$ cat src/rtl/cla_pkg.sv
// Shared types and constants for the nibble-serial CLA adder slice.
package cla_pkg;

    localparam int NIBBLE_W        = 4;
    localparam int CLA_DEFAULT_LAT = 2;

    typedef enum logic [1:0] {
        IDLE = 2'd0,
        RUN  = 2'd1,
        DONE = 2'd2
    } seq_state_t;

endpackage

$ cat src/rtl/cla_nibble_sequencer.sv
// Feeds wide operands nibble-by-nibble (LSB first) through an external registered
// 4-bit CLA, chaining carries, and returns sum/cout/ovf over a valid/ready handshake.
module cla_nibble_sequencer
    import cla_pkg::*;
#(
    parameter int NIBBLES = 4,
    parameter int CLA_LAT = CLA_DEFAULT_LAT
) (
    input  logic                        clk,
    input  logic                        reset,
    input  logic                        in_valid,
    output logic                        in_ready,
    input  logic [NIBBLE_W*NIBBLES-1:0] a,
    input  logic [NIBBLE_W*NIBBLES-1:0] b,
    input  logic                        cin,
    output logic                        out_valid,
    input  logic                        out_ready,
    output logic [NIBBLE_W*NIBBLES-1:0] sum,
    output logic                        cout,
    output logic                        ovf,
    output logic [NIBBLE_W-1:0]         cla_a,
    output logic [NIBBLE_W-1:0]         cla_b,
    output logic                        cla_c0,
    input  logic [NIBBLE_W-1:0]         cla_s,
    input  logic                        cla_cout
);

    localparam int W     = NIBBLE_W * NIBBLES;
    localparam int IDX_W = (NIBBLES > 1) ? $clog2(NIBBLES) : 1;
    localparam int CNT_W = (CLA_LAT > 0) ? $clog2(CLA_LAT + 1) : 1;

    seq_state_t          r_state;
    seq_state_t          w_state_nxt;
    logic [W-1:0]        r_a;
    logic [W-1:0]        r_b;
    logic [W-1:0]        r_sum;
    logic                r_carry;
    logic                r_ovf;
    logic [IDX_W-1:0]    r_idx;
    logic [CNT_W-1:0]    r_cnt;
    logic [NIBBLE_W-1:0] r_cla_a;
    logic [NIBBLE_W-1:0] r_cla_b;

    logic                w_accept;
    logic                w_capture;
    logic                w_last;
    logic [IDX_W-1:0]    w_idx_nxt;

    assign w_accept  = (r_state == IDLE) & in_valid;
    assign w_capture = (r_state == RUN) & (r_cnt == CNT_W'(CLA_LAT));
    assign w_last    = (r_idx == IDX_W'(NIBBLES - 1));
    assign w_idx_nxt = r_idx + IDX_W'(1);

    always_comb begin
        w_state_nxt = r_state;
        case (r_state)
            IDLE:    if (in_valid)              w_state_nxt = RUN;
            RUN:     if (w_capture && w_last)   w_state_nxt = DONE;
            DONE:    if (out_ready)             w_state_nxt = IDLE;
            default:                            w_state_nxt = IDLE;
        endcase
    end

    always_ff @(posedge clk or posedge reset) begin
        if (reset) r_state <= IDLE;
        else       r_state <= w_state_nxt;
    end

    // Adder inputs come straight from registers so each nibble is stable for the
    // full CLA_LAT+1 cycles; the carry register doubles as the adder carry-in.
    always_ff @(posedge clk or posedge reset) begin
        if (reset) begin
            r_a     <= '0;
            r_b     <= '0;
            r_sum   <= '0;
            r_carry <= 1'b0;
            r_ovf   <= 1'b0;
            r_idx   <= '0;
            r_cnt   <= '0;
            r_cla_a <= '0;
            r_cla_b <= '0;
        end else if (w_accept) begin
            r_a     <= a;
            r_b     <= b;
            r_carry <= cin;
            r_ovf   <= 1'b0;
            r_idx   <= '0;
            r_cnt   <= '0;
            r_cla_a <= a[NIBBLE_W-1:0];
            r_cla_b <= b[NIBBLE_W-1:0];
        end else if (r_state == RUN) begin
            if (w_capture) begin
                r_sum[NIBBLE_W*r_idx +: NIBBLE_W] <= cla_s;
                r_carry <= cla_cout;
                r_cnt   <= '0;
                if (w_last) begin
                    // Top nibble's MSB is the sum sign bit.
                    r_ovf <= (r_a[W-1] == r_b[W-1]) & (cla_s[NIBBLE_W-1] != r_a[W-1]);
                end else begin
                    r_idx   <= w_idx_nxt;
                    r_cla_a <= r_a[NIBBLE_W*w_idx_nxt +: NIBBLE_W];
                    r_cla_b <= r_b[NIBBLE_W*w_idx_nxt +: NIBBLE_W];
                end
            end else begin
                r_cnt <= r_cnt + 1'b1;
            end
        end
    end

    assign in_ready  = (r_state == IDLE);
    assign out_valid = (r_state == DONE);
    assign sum       = r_sum;
    assign cout      = r_carry;
    assign ovf       = r_ovf;
    assign cla_a     = r_cla_a;
    assign cla_b     = r_cla_b;
    assign cla_c0    = r_carry;

endmodule

$ cat config.mk
export PLATFORM = sky130hd
export DESIGN_NAME = cla_nibble_sequencer
export DESIGN_NICKNAME = d
export VERILOG_FILES = /design/src/rtl/cla_pkg.sv /design/src/rtl/cla_nibble_sequencer.sv
export SDC_FILE = /design/constraint.sdc
export NUM_CORES = 1
export LEC_CHECK = 0
export ABC_AREA = 1
export CORE_UTILIZATION = 45
export CTS_BUF_LIST = sky130_fd_sc_hd__clkbuf_16
export CTS_CLUSTER_DIAMETER = 60
export DETAILED_ROUTE_END_ITERATION = 12
export PLACE_DENSITY = 0.76
export SLEW_MARGIN = 20
export SYNTH_ARGS = -nofsm -noshare
export SYNTH_HDL_FRONTEND = slang
export SYNTH_SLANG_ARGS = --single-unit
$ cat constraint.sdc
create_clock -name clk -period 1.92 [get_ports clk]
set_clock_uncertainty 0.05 [all_clocks]
set_input_delay 0.192 -clock clk [delete_from_list [all_inputs] [get_ports clk]]
set_output_delay 0.192 -clock clk [all_outputs]
set_load 0.02 [all_outputs]
[Word level (Yosys, flattened, before mapping)]
Cells that the tools add are included.
Word-level totals
  RAM bits: 0
  input port bits: 42
  flip-flop bits (word level): 64
  bits in latches: 0
  memory bits (read-only): 0
  logic and storage cells: 68
  memories kept: 0
Operators by class
  $mul: 0
  reduce and logical (&&, ||, !) cells: 10
  magnitude comparators: 0
  multiplexer cells: 27
  div/mod/pow operators: 0
  shift operators: 4
  equal/unequal tests: 10
  add/subtract/negate cells: 3
  bitwise logic cells: 4
Operators by type and width (count)
  $neg 4->34: 1
  $shift 4x34->16 const A: 1
  $shiftx 4x34->16: 1
  $mux 4: 8
  $shiftx 16x5->4: 2
  $mux 2: 10
  $bwmux 16: 1
  $reduce_and 3->1: 4
  $mux 1: 7
  $eq 2x2->1 const B: 3
  $ne 2x2->1 const B: 3
  $pmux 2 s3: 1
  $reduce_bool 2->1: 3
  $add 2x1->2 const B: 2
  $and 1x1->1: 3
  $eq 2x1->1 const B: 1
  $logic_not 2->1: 1
  $ne 2x1->1 const B: 1
  $reduce_and 2->1: 1
  $eq 1x1->1: 1
  $logic_and 1x1->1: 1
  $ne 1x1->1: 1
  $not 1->1: 1

[Logic depth before layout (Yosys ltp)]
  depth after elaboration: 6
  depth in mapped cells: 10
  mapped depth without buffers: 8

[Least setup slack after synthesis]
Ideal clock, no wire load.
  path kind: register -> register
  start: register r_idx[0]
  end: register r_cla_a[3] (netlist: cla_a[3])
  arrival time: 1649 ps
  stages on the path, launching flop included: 11
  period minus slack after synthesis: 1815 ps
  data required time: 1753 ps
  buffers on the path: 3
  setup slack: 105 ps
  cells stage by stage: dfrtp_1 > buf_4 > inv_2 > buf_4 > ha_1 > clkbuf_1 > nand3_1 > nand3_2 > nand2_1 > nand2_1 > nand2_1
On the way
  cells in the longest elaborated chain, start to end: 6
Ends and longest elaborated chain
  from (decl): line cla_nibble_sequencer.sv:39  | logic [IDX_W-1:0] r_idx;
  from (signal assigned): line cla_nibble_sequencer.sv:100  | r_idx <= w_idx_nxt;
  $add 2x1->2: line cla_nibble_sequencer.sv:52  | assign w_idx_nxt = r_idx + IDX_W'(1);
  $shiftx 16x5->4: line cla_nibble_sequencer.sv:101  | r_cla_a <= r_a[NIBBLE_W*w_idx_nxt +: NIBBLE_W];
  $mux 4: line cla_nibble_sequencer.sv:96  | if (w_last) begin
  $mux 4: line cla_nibble_sequencer.sv:92  | if (w_capture) begin
  $mux 4: line cla_nibble_sequencer.sv:91  | end else if (r_state == RUN) begin
  $mux 4: line cla_nibble_sequencer.sv:82  | end else if (w_accept) begin
  to (signal assigned): line cla_nibble_sequencer.sv:89  | r_cla_a <= a[NIBBLE_W-1:0];
  to (signal assigned): line cla_nibble_sequencer.sv:101
  to (decl): line cla_nibble_sequencer.sv:41  | logic [NIBBLE_W-1:0] r_cla_a;
Several ways; a longest one is shown, not always the timed one. The select of a mux whose other input is x is not followed.
A chain may end at the register's enable or synchronous reset.

[Final worst setup path]
  start: register r_state[0]
  end: output in_ready
On the way
  cells in the longest elaborated chain, start to end: 1
Ends and longest elaborated chain
  from (decl): line cla_nibble_sequencer.sv:32  | seq_state_t r_state;
  from (signal assigned): line cla_nibble_sequencer.sv:66  | else r_state <= w_state_nxt;
  $logic_not 2->1: line cla_nibble_sequencer.sv:110  | assign in_ready = (r_state == IDLE);
  to (decl): line cla_nibble_sequencer.sv:12  | output logic in_ready,
Every way passes these cells.

==> impl_metrics.py <==
metrics = {
    "placed_design": {
        "gp_congestion": 0.785,
        "place_hpwl_mm": 5.01,
        "port_buffers": 70,
        "dp.cells": 524,
    },
    "power_and_ir_drop": {
        "powerDensity_nw_per_um2": 1710,
        "ir_worst_vdd_uv": 883,
        "power.leakage_uw": 0.00211,
    },
    "cells_and_area": {
        "stdcell_count": 537,
        "antennaDiodeCount": 0,
        "drive_gt1_share_pct": 10.2,
        "post-route-util_pct": 63.8,
        "finalNetCount": 505,
        "fillerInstances": 549,
        "areaGrowthSynthToFinish_pct": 33.4,
        "multi_input_area_um2": 1310,
        "ff_latch_area_um2": 1600,
    },
    "synth": {
        "ys_seq_area_share_pct": 51.6,
        "yosys_warnings": 0,
        "synth_top_area_share_pct": 51.6,
        "avgSynthCellArea_um2": 8.15,
        "synth_edf_count": 0,
        "synth_async_sr_flop_share_pct": 100,
        "synth_nets": 428,
        "ys_ff_latch": 64,
        "synth-compound-area-share_pct": 3.35,
        "syn-instance-count": 381,
        "synth_area_leaders": "dfrtp_1, nand2_1, nand3_1, inv_1, ha_1",
        "synth_top_family_by_area": "simple AND/OR/NAND/NOR gates",
        "synth.area.mux_share_pct": 0,
        "yosysMostFrequentCell": "nand2_1",
        "yosys.area_share.simple_pct": 36.4,
        "ys_top_cells_by_count": "nand2_1, dfrtp_1, nand3_1",
        "synthAdderAreaFrac_pct": 2.02,
        "synth_top_cell_by_area": "dfrtp_1",
        "netlist_area_um2": 3100,
        "synth_xor_area_share_pct": 0.282,
        "synth-main-ff-cell": "dfrtp_1",
        "synth_cell_types": 27,
    },
    "clock_network": {
        "cts_hold_buf": 0,
        "cts-buffers-inserted": 9,
        "clk_latency_ns": 0.32,
        "cts_tree": "yes",
        "post_cts_buffers": 0,
        "root_buffer": "clkbuf_16",
        "clk_pin_slew_ns": 0.05,
        "cts_max_level": 3,
        "cts_resized": 0,
        "clock_path_buffers": 2,
        "cts.sinks": 64,
    },
    "routing": {
        "viasPerCell": 5.01,
        "drt-initial-drc-count": 158,
        "wl_per_cell_um": 13.0,
        "dr.pass1.iters": 4,
        "routed_wirelength_mm": 6.96,
        "antenna_left": 0,
        "via_count": 2690,
        "drcViolationCount": 0,
    },
    "grt": {
        "grt_use_total_pct": 21.7,
        "grt_overflow": 0,
        "grt_pass1_wl_mm": 12.2,
        "grt_pass1_vias": 2658,
        "grt_max_degree": 37,
        "antenna_found_initial": 0,
    },
    "worst_setup_path": {
        "required_ns": 1.68,
        "arrival_ns": 1.57,
        "cp_slowest_cell": "clkdlybuf4s50_1",
        "end_kind": "output port",
        "critPathTopFamily": "buffers and inverters",
        "critPathBufInv": 1,
        "crit_chain": "nor2_2 > clkdlybuf4s50_1",
        "path_max_fanout": 5,
        "slowest_delay_ns": 0.62,
        "start_kind": "flop",
        "critPathKind": "flop to output port",
    },
    "timing": {
        "period_needed_ns": 1.82,
        "fmax_mhz": 551,
        "fin_crit_sh_pct": 94.6,
        "worst_pin_slew_ns": 0.480,
        "setup_viol": 0,
        "rsz0062_at_grt": "no",
        "slew_headroom_pct": 67.9,
        "finalHoldViolCount": 0,
        "tns_ns": 0,
        "drv_slew": 0,
    },
    "die": {
        "die_w_um": 85.1,
        "initial_core_util_pct": 47.8,
        "io_pins": 71,
        "core-area_um2": 6490,
        "die_area_um2": 7230,
        "fp.dieH_um": 85.1,
        "rows": 29,
    },
    "flow_run": {
        "cap_violations": 0,
    },
    "min_path": {
        "hp-class": "input pin to asynchronous set/reset pin",
    },
    "outcome": {
        "status": "finished clean",
    },
}
[cells in the final DEF (no fill, tap or decap)]
| master | instances |
|---|---|
| nand2_8 | 1 |
| nand2_1 | 183 |
| buf_12 | 2 |
| nand3_1 | 43 |
| a31oi_1 | 1 |
| nor2_1 | 7 |
| clkdlybuf4s50_1 | 70 |
| clkbuf_16 | 9 |
| nor2_4 | 2 |
| clkinv_2 | 2 |
| o21ai_0 | 11 |
| nor2_8 | 1 |
| dfrtp_1 | 64 |
| inv_2 | 7 |
| nor2_2 | 3 |
| o31ai_1 | 1 |
| nor3_1 | 2 |
| nand2_2 | 1 |
| ha_1 | 5 |
| xor2_1 | 1 |
| buf_4 | 8 |
| nor3_2 | 2 |
| inv_1 | 18 |
| a21oi_1 | 1 |
| o21ai_1 | 6 |
| nand3_2 | 5 |
| nand2_4 | 3 |
| clkinv_4 | 1 |
[through the flow]
stage               total power, µW  worst slack, ns  instance area, µm²  hold WS [ns]
floorplan                      4640           0.0799                3100         0.228
global placement               5650            0.294                3900         0.413
detailed placement             5770            0.249                3900         0.416
CTS                            7150           0.0857                4140         0.182
global route                   7690           0.0221                4140         0.208
finish                         7100            0.104                4140         0.167
[per-layer routing]
layer	track usage (%)	part of all wire (%)	wire, µm	vias up
li1	-	-	-	1345
met3	5.35	4.5	315	12
met2	35.1	47	3280	73
met1	28.8	47	3260	1260
met4	7.40	1.6	112	0
met5	0	0	0	-
[registers in the layout, summed over array words and instances (netlist names)]
| name | count |
|---|---|
| cla_c0 | 1 |
| cla_b | 4 |
| ovf | 1 |
| r_a | 16 |
| sum | 16 |
| r_cnt | 2 |
| r_b | 16 |
| r_idx | 2 |
| cla_a | 4 |
| r_state | 2 |
[cells by family (layout without fill, tap and decap cells)]
family                   Yosys count  after routing
AND/OR/NAND/NOR                  253            253
XOR/XNOR                           1              1
adder cells (fa/ha/maj)            5              5
AO/OA/AOI/OAI                     20             20
buffers and inverters             38            117
flip-flops                        64             64
[report_power, final]
| group | internal (µW) | switching, µW |
|---|---|---|
| Combinational | 1370 | 2010 |
| Clock | 834 | 522 |
| Sequential | 1980 | 382 |
| Total | 4190 | 2920 |
[path summary, 6_finish.rpt]
kind                                   startpoint                   end  slack, ns  cells after the start
max                        r_state[0]$_DFFE_PP0P_              in_ready       0.10                      2
min                                         reset   sum[10]$_DFFE_PP0P_       0.17                      2
max reg2reg                  r_idx[0]$_DFFE_PP0P_  cla_b[1]$_DFFE_PP0P_       0.24                      8
min reg2reg                    r_a[6]$_DFFE_PP0P_    r_a[6]$_DFFE_PP0P_       0.43                      2
max in group asynchronous                   reset  r_idx[0]$_DFFE_PP0P_       1.10                      3
min in group clk                            b[14]   r_b[14]$_DFFE_PP0P_       0.35                      3
[layout make-up]
cell class | instances | area share, %
Sequential cell | 64 | 38.7
Clock buffer | 9 | 5.44
Clock inverter | 4 | 0.423
Tap cell | 77 | 2.33
Inverter | 24 | 2.30
Multi-Input combinational cell | 279 | 31.5
Timing Repair Buffer | 80 | 19.3
(Power assumes the default switching activity.)
